==> config.mk <==
export PLATFORM = sky130hd
export DESIGN_NAME = ioctl_loader_bridge
export DESIGN_NICKNAME = d
export VERILOG_FILES = /design/src/rtl/pc88_loader_pkg.sv /design/src/rtl/ldr_sync_fifo.sv /design/src/rtl/ioctl_loader_bridge.sv
export SDC_FILE = /design/constraint.sdc
export NUM_CORES = 1
export LEC_CHECK = 0
export CORE_MARGIN = 8
export CORE_UTILIZATION = 52
export DETAILED_ROUTE_END_ITERATION = 8
export GPL_TIMING_DRIVEN = 0
export PLACE_DENSITY = 0.75
export SLEW_MARGIN = 20
export SYNTH_ARGS = -nofsm -noshare
export SYNTH_HDL_FRONTEND = slang
export SYNTH_SLANG_ARGS = --single-unit
==> constraint.sdc <==
create_clock -name clk_sys -period 3.98 [get_ports clk_sys]
set_input_delay 0.398 -clock clk_sys [delete_from_list [all_inputs] [get_ports clk_sys]]
set_output_delay 0.398 -clock clk_sys [all_outputs]
set_load 0.005 [all_outputs]
==> src/rtl/pc88_loader_pkg.sv <==
// Shared types for the HPS ioctl -> PC-88 loader bridge.
// State encoding, default loader address width and FIFO entry layout.
package pc88_loader_pkg;

  localparam int LDR_ADR_W = 19;

  typedef enum logic [1:0] {
    IDLE,
    LOAD,
    DRAIN,
    DONE
  } ldr_state_e;

  typedef struct packed {
    logic [LDR_ADR_W-1:0] adr;
    logic [7:0]           data;
  } ldr_entry_t;

endpackage

==> src/rtl/ldr_sync_fifo.sv <==
// Single-clock first-word-fall-through FIFO with occupancy count.
// Pointers carry one extra wrap bit so full and empty are distinct.
module ldr_sync_fifo #(
  parameter int WIDTH = 27,
  parameter int DEPTH = 8,
  localparam int AW = $clog2(DEPTH)
) (
  input  logic             clk,
  input  logic             reset,
  input  logic             push,
  input  logic [WIDTH-1:0] din,
  input  logic             pop,
  output logic [WIDTH-1:0] dout,
  output logic [AW:0]      count,
  output logic             full,
  output logic             empty
);

  logic [WIDTH-1:0] mem [DEPTH];
  logic [AW:0]      wp;
  logic [AW:0]      rp;
  logic             do_push;
  logic             do_pop;

  assign do_push = push & ~full;
  assign do_pop  = pop & ~empty;

  assign empty = (wp == rp);
  assign full  = (wp[AW] != rp[AW]) &&
                 (wp[AW-1:0] == rp[AW-1:0]);
  assign count = wp - rp;
  assign dout  = mem[rp[AW-1:0]];

  // storage array, written only on an accepted push
  always_ff @(posedge clk) begin
    if (do_push) begin
      mem[wp[AW-1:0]] <= din;
    end
  end

  // read/write pointers, cleared on reset
  always_ff @(posedge clk) begin
    if (reset) begin
      wp <= '0;
      rp <= '0;
    end else begin
      if (do_push) wp <= wp + 1'b1;
      if (do_pop)  rp <= rp + 1'b1;
    end
  end

endmodule

==> src/rtl/ioctl_loader_bridge.sv <==
// Bridges the HPS ioctl download port onto the PC-88 LOADER_* port.
// Buffers bytes, runs one req/ack per byte and raises boot/done flags.
module ioctl_loader_bridge
  import pc88_loader_pkg::*;
#(
  parameter int DEPTH       = 8,
  parameter int ADR_W       = LDR_ADR_W,
  parameter int ACK_TIMEOUT = 4096
) (
  input  logic             clk_sys,
  input  logic             reset,
  input  logic             ioctl_download,
  input  logic             ioctl_wr,
  input  logic [24:0]      ioctl_addr,
  input  logic [7:0]       ioctl_dout,
  output logic             ioctl_wait,
  output logic [ADR_W-1:0] ldr_adr,
  output logic [7:0]       ldr_wdat,
  output logic             ldr_oe,
  output logic             ldr_wr,
  input  logic             ldr_ack,
  output logic             ldr_done,
  output logic             boot_release,
  output logic [19:0]      byte_count,
  output logic             err
);

  localparam int CW = $clog2(DEPTH) + 1;
  localparam int EW = ADR_W + 8;

  ldr_state_e state;
  ldr_state_e state_nx;

  logic          old_download;
  logic          old_ack;
  logic          dl_rise;
  logic          dl_fall;
  logic          ack_rise;
  logic          in_range;
  logic          wr_load;
  logic          push;
  logic          pop;
  logic          busy;
  logic          drained;
  logic          tmo_hit;
  logic [12:0]   tmo;
  logic [EW-1:0] fifo_din;
  logic [EW-1:0] fifo_dout;
  logic [CW-1:0] fifo_count;
  logic          fifo_full;
  logic          fifo_empty;

  assign dl_rise  = ~old_download & ioctl_download;
  assign dl_fall  = old_download & ~ioctl_download;
  assign ack_rise = ~old_ack & ldr_ack;

  assign in_range = (ioctl_addr[24:ADR_W] == '0);
  assign wr_load  = (state == LOAD) & ioctl_wr;
  assign push     = wr_load & in_range & ~fifo_full;
  assign pop      = busy & ~ldr_wr & ~fifo_empty;
  assign drained  = fifo_empty & ~ldr_wr;
  assign tmo_hit  = ldr_wr & ~ack_rise &
                    (tmo == 13'(ACK_TIMEOUT - 1));
  assign fifo_din = {ioctl_addr[ADR_W-1:0], ioctl_dout};

  ldr_sync_fifo #(
    .WIDTH (EW),
    .DEPTH (DEPTH)
  ) u_fifo (
    .clk   (clk_sys),
    .reset (reset),
    .push  (push),
    .din   (fifo_din),
    .pop   (pop),
    .dout  (fifo_dout),
    .count (fifo_count),
    .full  (fifo_full),
    .empty (fifo_empty)
  );

  // previous-cycle copies of download and ack for edge detection
  always_ff @(posedge clk_sys) begin
    if (reset) begin
      old_download <= 1'b0;
      old_ack      <= 1'b0;
    end else begin
      old_download <= ioctl_download;
      old_ack      <= ldr_ack;
    end
  end

  // state register
  always_ff @(posedge clk_sys) begin
    if (reset) state <= IDLE;
    else       state <= state_nx;
  end

  // next-state logic; DONE is terminal until reset
  always_comb begin
    state_nx = state;
    unique case (state)
      IDLE:    if (dl_rise) state_nx = LOAD;
      LOAD:    if (dl_fall) state_nx = DRAIN;
      DRAIN:   if (drained) state_nx = DONE;
      DONE:    state_nx = DONE;
      default: state_nx = IDLE;
    endcase
  end

  // state-decoded outputs: loader owns SDRAM in LOAD and DRAIN
  always_comb begin
    busy   = (state == LOAD) || (state == DRAIN);
    ldr_oe = busy;
  end

  // one outstanding request: issue from FIFO head, retire on ack or timeout
  always_ff @(posedge clk_sys) begin
    if (reset) begin
      ldr_wr     <= 1'b0;
      ldr_adr    <= '0;
      ldr_wdat   <= '0;
      tmo        <= '0;
      byte_count <= '0;
    end else if (pop) begin
      ldr_wr               <= 1'b1;
      {ldr_adr, ldr_wdat}  <= fifo_dout;
      tmo                  <= '0;
    end else if (ldr_wr) begin
      if (ack_rise) begin
        ldr_wr     <= 1'b0;
        byte_count <= byte_count + 20'd1;
      end else if (tmo_hit) begin
        ldr_wr <= 1'b0;
      end else begin
        tmo <= tmo + 13'd1;
      end
    end
  end

  // back-pressure and sticky status flags
  always_ff @(posedge clk_sys) begin
    if (reset) begin
      ioctl_wait   <= 1'b0;
      boot_release <= 1'b0;
      ldr_done     <= 1'b0;
      err          <= 1'b0;
    end else begin
      ioctl_wait <= (state == LOAD) &&
                    (fifo_count >= CW'(DEPTH - 1));
      if ((state == IDLE) && dl_rise) begin
        boot_release <= 1'b1;
      end
      if ((state == DRAIN) && drained) begin
        ldr_done <= 1'b1;
      end
      if ((wr_load & (~in_range | fifo_full)) | tmo_hit) begin
        err <= 1'b1;
      end
    end
  end

endmodule

==> run metrics, run 1 <==
status=finished clean; post-synthesis cell type count=54; worst path arrival time=3.83 ns; TritonCTS Buffers=30; CTS sink count=293; Worst Hold Depth=2; Initial Utilization=0.529; critical path required time=4.24 ns; Hold EP=boot_release$_SDFFE_PP0P_; Mapped Area=11500 um^2; Placed Instances=1057; Clock transition at path regs=0.06 ns; final WL=25200 um; critical path cell sequence=buf_2 > inv_1 > ha_1 > nand3_1 > o2111ai_2 > or2_2 > nor3_4 > buf_8; Die Y=165 um; reg2reg end=u_fifo.mem[4][11]$_DFFE_PP_; CTS tree=done; fin cells=1113; Main synth FF type=edfxtp_1; Yosys top cell by area=edfxtp_1; first-pass GRT wire length=38700 um; reg-to-reg setup timing slack=0.40 ns; Max Clk Rate=0.280 GHz; part of the cycle the worst path needs=0.898; flip-flop and latch count after synthesis=293; Final setup viols=0; H-tree levels=1; EDFF count, synth=216; nets=860; First-pass DRT Iterations=5; Hold Fails Final Rpt=0; input/output buffers=90; Final ANT Viol Nets=0; GRT Util Overall=0.187; Gate Count Post-Synth=672; hold path start=boot_release$_SDFFE_PP0P_; core area=21800 um^2; Min-Delay Path Class=flop to flop; die area=27200 um^2; initial antenna violation count=1; critical path capture point type=flop; synth top area cells=edfxtp_1 (56%), dfxtp_1 (13%), mux4_2 (11%); CP max stage cell=nor3_4; Power Density=457 nW/um^2; IR Drop Worst-Case VDD=0.408 mV; Yosys top cell area share=0.563; vias in the first global route=6823; met2 usage=0.315; GRT Residual Overflow=0; yosys warns=0; DP Worst Slack=-0.00949 ns; minimum clock period=3.58 ns; wire per inst=22.7 um; launch point of the worst reg-to-reg path=u_fifo.rp[1]$_SDFFE_PP0P_; worst reg2reg path depth=8; RSZ-0062 raised after global routing=false; final slew viol count=0; Vias/cell=5.97; startpoint type of the worst setup path=flop; register area share after synthesis=0.697; Root Driver=clkbuf_16; Placement Rows=54; DR vias=6649; die width=165 um; global placer's final weighted congestion=0.799; DRC Markers=0; crit path max fanout=11; CP Launch Point=u_fifo.rp[1]$_SDFFE_PP0P_; busiest grt layer=met2; CP Class=flop to flop; Leakage=0.00456 uW; layout cell share with drive strength beyond 1=0.209; synthesis-to-layout area growth=22.4%; clock skew=0.0155 ns; Slew headroom=0.471; largest net degree at the start of global routing=21; slowest stage delay, CP=0.51 ns; met3 global-route usage=0.0374; dpl hpwl=16400 um; I/O pins=91; setup ws final=0.405 ns; clk_lat worst skew=0.56 ns; n_diodes=0; syn_area_per_cell=17.1 um^2; Synthesized Nets=722; met1 Use GR=0.243; Initial DRC Count=576; Async SR Flop Fraction=0; clock buffer depth=3; top cells by count, synth=edfxtp_1 (216), dfxtp_1 (77), mux4_2 (54); measured slew at the worst slew-check pin=0.793 ns; count leader, synth=edfxtp_1; max-cap violation count=0
[kinds of logic after synthesis]
group	synth area share
AO/OA/AOI/OAI	0.0563
buffers and inverters	0.0190
adder cells (fa/ha/maj)	0.0137
multiplexers	0.136
XOR/XNOR	0.0129
flip-flops	0.697
AND/OR/NAND/NOR	0.0648
[metrics by stage]
stage               power [uW]   util  setup TNS, ns  hold slack (ns)  cell area [um^2]
finish                    6440  0.648              0            0.466             14100
global route              6630  0.648              0            0.490             14100
CTS                       6470  0.648              0            0.469             14100
detailed placement        3690  0.600        -0.0679            0.455             13000
global placement          3680  0.587        -375.76            0.446             12800
floorplan                 3530      -         -18.40            0.440             11500
[where the power goes]
| group | leakage (uW) | internal (uW) | switching [uW] | total [uW] |
|---|---|---|---|---|
| Sequential | 0.00256 | 3290 | 13.5 | 3310 |
| Combinational | 0.00151 | 137 | 187 | 325 |
| Clock | 0.000480 | 1660 | 1140 | 2810 |
| Total | 0.00456 | 5090 | 1340 | 6440 |
[metal layers]
metal	up-vias	part of all wire	wire length, um
li1	2972	-	-
met1	3370	0.41	10300
met2	253	0.49	12400
met3	52	0.073	1830
met4	2	0.025	630
met5	-	0.00051	13
[registers in the layout, summed over array words and instances (netlist names), 2 cells and up]
name        count
u_fifo.rp       4
tmo            13
ldr_adr        19
byte_count     20
ldr_wdat        8
u_fifo.wp       4
state           2
u_fifo.mem    216
[cells in the final DEF, fill, tap and decap left out, drive strengths merged, types with 15 or more instances in the layout]
cell type / synthesis / layout
edfxtp: 216 / 216
clkdlybuf4s50: 0 / 90
dfxtp: 77 / 77
clkbuf: 14 / 55
mux4: 54 / 54
buf: 16 / 32
nor2: 31 / 31
mux2: 27 / 27
a22o: 27 / 27
a21oi: 18 / 18
nand2: 18 / 18
inv: 14 / 15
[cell type report]
class	instances	area, um^2
multi-input cells	335	3340
fillers	1486	7660
flip-flops and latches	293	8030
repair buffers	107	1160
plain buffers	29	163
clock buffers	41	832
inverters	14	52.6
clock inverters	14	173
well taps	280	350
[worst max-delay path, delay by kind of cell (launching register included)]
family,cells,cell delay (ns)
fa+ha+maj,1,0.34
compound gates,1,0.38
simple gates,3,1.29
buf+inv,3,0.74
flops,1,0.50
[how the worst max path moves through the flow]
| stage | endpoint | slack, ns | cells after the start |
|---|---|---|---|
| finish | u_fifo.mem[4][11]$_DFFE_PP_ | 0.40 | 8 |
| floorplan | u_fifo.mem[3][0]$_DFFE_PP_ | -0.34 | 8 |
| global route | u_fifo.mem[4][11]$_DFFE_PP_ | 0.26 | 8 |
| global placement | u_fifo.mem[0][8]$_DFFE_PP_ | -2.93 | 8 |
| CTS | u_fifo.mem[2][12]$_DFFE_PP_ | 0.01 | 9 |
| detailed placement | u_fifo.mem[0][8]$_DFFE_PP_ | -0.009 | 9 |
[timing repair]
item                       CTS  global route
setup endpoints to repair   31            86
buffers inserted             2             0
pin swaps                    1             1
hold buffers                 0             0
gates resized for setup      1             0
Note: power is estimated with default switching activity, not from simulation.
==> run 2: changes to the inputs <==
--- a/config.mk
+++ b/config.mk
@@ -14,3 +14,4 @@
 export SYNTH_ARGS = -nofsm -noshare
 export SYNTH_HDL_FRONTEND = slang
 export SYNTH_SLANG_ARGS = --single-unit
+export TNS_END_PERCENT = 10
==> run metrics, run 2 (synthesized netlist as in run 1, its figures left out) <==
status=finished clean (unchanged); Initial Utilization=0.529 (unchanged); most frequent cells in the layout=edfxtp_1 (216), clkdlybuf4s50_1 (90), dfxtp_1 (77) (unchanged); Max Clk Rate=0.273 GHz (was 0.280 GHz); H-tree levels=1 (unchanged); cell mode on critical path=buf_2; Filler cells=1499 (was 1486); DR vias=6598 (was 6649); flip-flop count of the largest register after layout=216 (unchanged); Min-Delay Path Class=flop to flop (unchanged); worst path arrival time=3.93 ns (was 3.83 ns); n_diodes=0 (unchanged); synthesis-to-layout area growth=22.1% (was 22.4%); RSZ-0062 raised after global routing=false (unchanged); Clock transition at path regs=0.06 ns (about the same); input/output buffers=90 (unchanged); part of the cycle the worst path needs=0.922 (was 0.898); measured slew at the worst slew-check pin=0.800 ns (was 0.793 ns); GRT Util Overall=0.186 (was 0.187); Final setup viols=0 (unchanged); clock skew=0.0176 ns (was 0.0155 ns); critical path capture point type=flop (unchanged); core area=21800 um^2 (unchanged); layout cell share with drive strength beyond 1=0.208 (was 0.209); Initial DRC Count=605 (was 576); CTS sink count=293 (unchanged); Vias/cell=5.93 (was 5.97); global placer's final weighted congestion=0.799 (unchanged); GRT Residual Overflow=0 (unchanged); vias in the first global route=6813 (was 6823); initial antenna violation count=1 (unchanged); DRC Markers=0 (unchanged); first-pass GRT wire length=38600 um (was 38700 um); final slew viol count=0 (unchanged); nets=859 (was 860); CTS tree=done (unchanged); clock buffer depth=3 (unchanged); critical path required time=4.24 ns (about the same); Leakage=0.00454 uW (was 0.00456 uW); Die Y=165 um (unchanged); startpoint type of the worst setup path=flop (unchanged); die width=165 um (unchanged); max-cap violation count=0 (unchanged); CP max stage cell=nor2_4 (was nor3_4); fin area=14100 um^2 (about the same); crit path max fanout=16 (was 11); clk_lat worst skew=0.56 ns (about the same); critical path cell sequence=buf_2 > buf_2 > inv_1 > ha_1 > nand3_1 > o2111ai_2 > or2_2 > nor2_4 > buf_16 (was buf_2 > inv_1 > ha_1 > nand3_1 > o2111ai_2 > or2_2 > nor3_4 > buf_8); minimum clock period=3.67 ns (was 3.58 ns); final WL=25200 um (about the same); DP Worst Slack=-0.00949 ns (unchanged); First-pass DRT Iterations=5 (unchanged); I/O pins=91 (unchanged); Power Density=458 nW/um^2 (was 457 nW/um^2); TritonCTS Buffers=30 (unchanged); Slew headroom=0.466 (was 0.471); Final ANT Viol Nets=0 (unchanged); Placement Rows=54 (unchanged); commonest non-fill, non-tap cell in the layout=edfxtp_1 (unchanged); slowest stage delay, CP=0.53 ns (was 0.51 ns); CP Class=flop to flop (unchanged); dpl hpwl=16400 um (unchanged); wire per inst=22.6 um (was 22.7 um); largest net degree at the start of global routing=21 (unchanged); Root Driver=clkbuf_16 (unchanged); setup ws final=0.311 ns (was 0.405 ns); Hold Fails Final Rpt=0 (unchanged); Post-DP Area=13000 um^2 (unchanged); IR Drop Worst-Case VDD=0.408 mV (about the same); die area=27200 um^2 (unchanged)
## run 2: worst paths after layout
| kind | slack [ns] | endpoint | from | cells past startpoint |
|---|---|---|---|---|
| max | 0.31 | u_fifo.mem[6][20]$_DFFE_PP_ | u_fifo.rp[2]$_SDFFE_PP0P_ | 9 |
| min | 0.47 | boot_release$_SDFFE_PP0P_ | boot_release$_SDFFE_PP0P_ | 2 |
| max reg2reg | 0.31 | u_fifo.mem[6][20]$_DFFE_PP_ | u_fifo.rp[2]$_SDFFE_PP0P_ | 9 |
| min reg2reg | 0.47 | boot_release$_SDFFE_PP0P_ | boot_release$_SDFFE_PP0P_ | 2 |
## run 2: layout make-up
class                           instances  area (um^2)  share of cell area
Buffer                                 30          168              0.0119
Clock buffer                           41          832              0.0592
Clock inverter                         14          173              0.0123
Inverter                               14         52.6             0.00374
Multi-Input combinational cell        335         3340               0.237
Sequential cell                       293         8030               0.571
Tap cell                              280          350              0.0249
Timing Repair Buffer                  105         1120              0.0797
## run 2: timing repair
item	in CTS	in global routing
endpoints found under the setup margin	31	0
resized for setup	2	0
hold buffers	0	0
setup buffers	0	0
## run 2: power breakdown
part	total [uW]	switching, uW	internal [uW]
Sequential	3310	13.4	3290
Combinational	324	187	138
Clock	2800	1140	1660
Total	6430	1340	5090
## run 2: through the flow
| step | hold WS (ns) | cells | total power, uW | util | TNS, ns |
|---|---|---|---|---|---|
| 6_report | 0.467 | 1112 | 6430 | 0.646 | 0 |
| 5_1_grt | 0.490 | 1112 | 6630 | 0.646 | 0 |
| 4_1_cts | 0.469 | 1112 | 6470 | 0.646 | 0 |
| 3_5_place_dp | 0.455 | 1057 | 3690 | 0.600 | -0.0679 |
| 3_3_place_gp | 0.446 | 1042 | 3680 | 0.587 | -375.76 |
| 2_1_floorplan | 0.440 | 672 | 3530 | - | -18.40 |
## run 2: routing by layer
metal  track usage  up-vias  share of wire
met1         0.242     3341           0.41
met4        0.0532        2          0.022
met2         0.314      236           0.49
li1              -     2974              -
met3        0.0366       45          0.071
met5             0        -        0.00052
## run 2: critical path, delay by kind of cell, from the launching register on
kind / cells / cell delay (ns)
adders and majority gates: 1 / 0.37
AOI/OAI and AO/OA: 1 / 0.37
buffers and inverters: 4 / 0.97
DFF: 1 / 0.34
and+or+nand+nor: 3 / 1.30
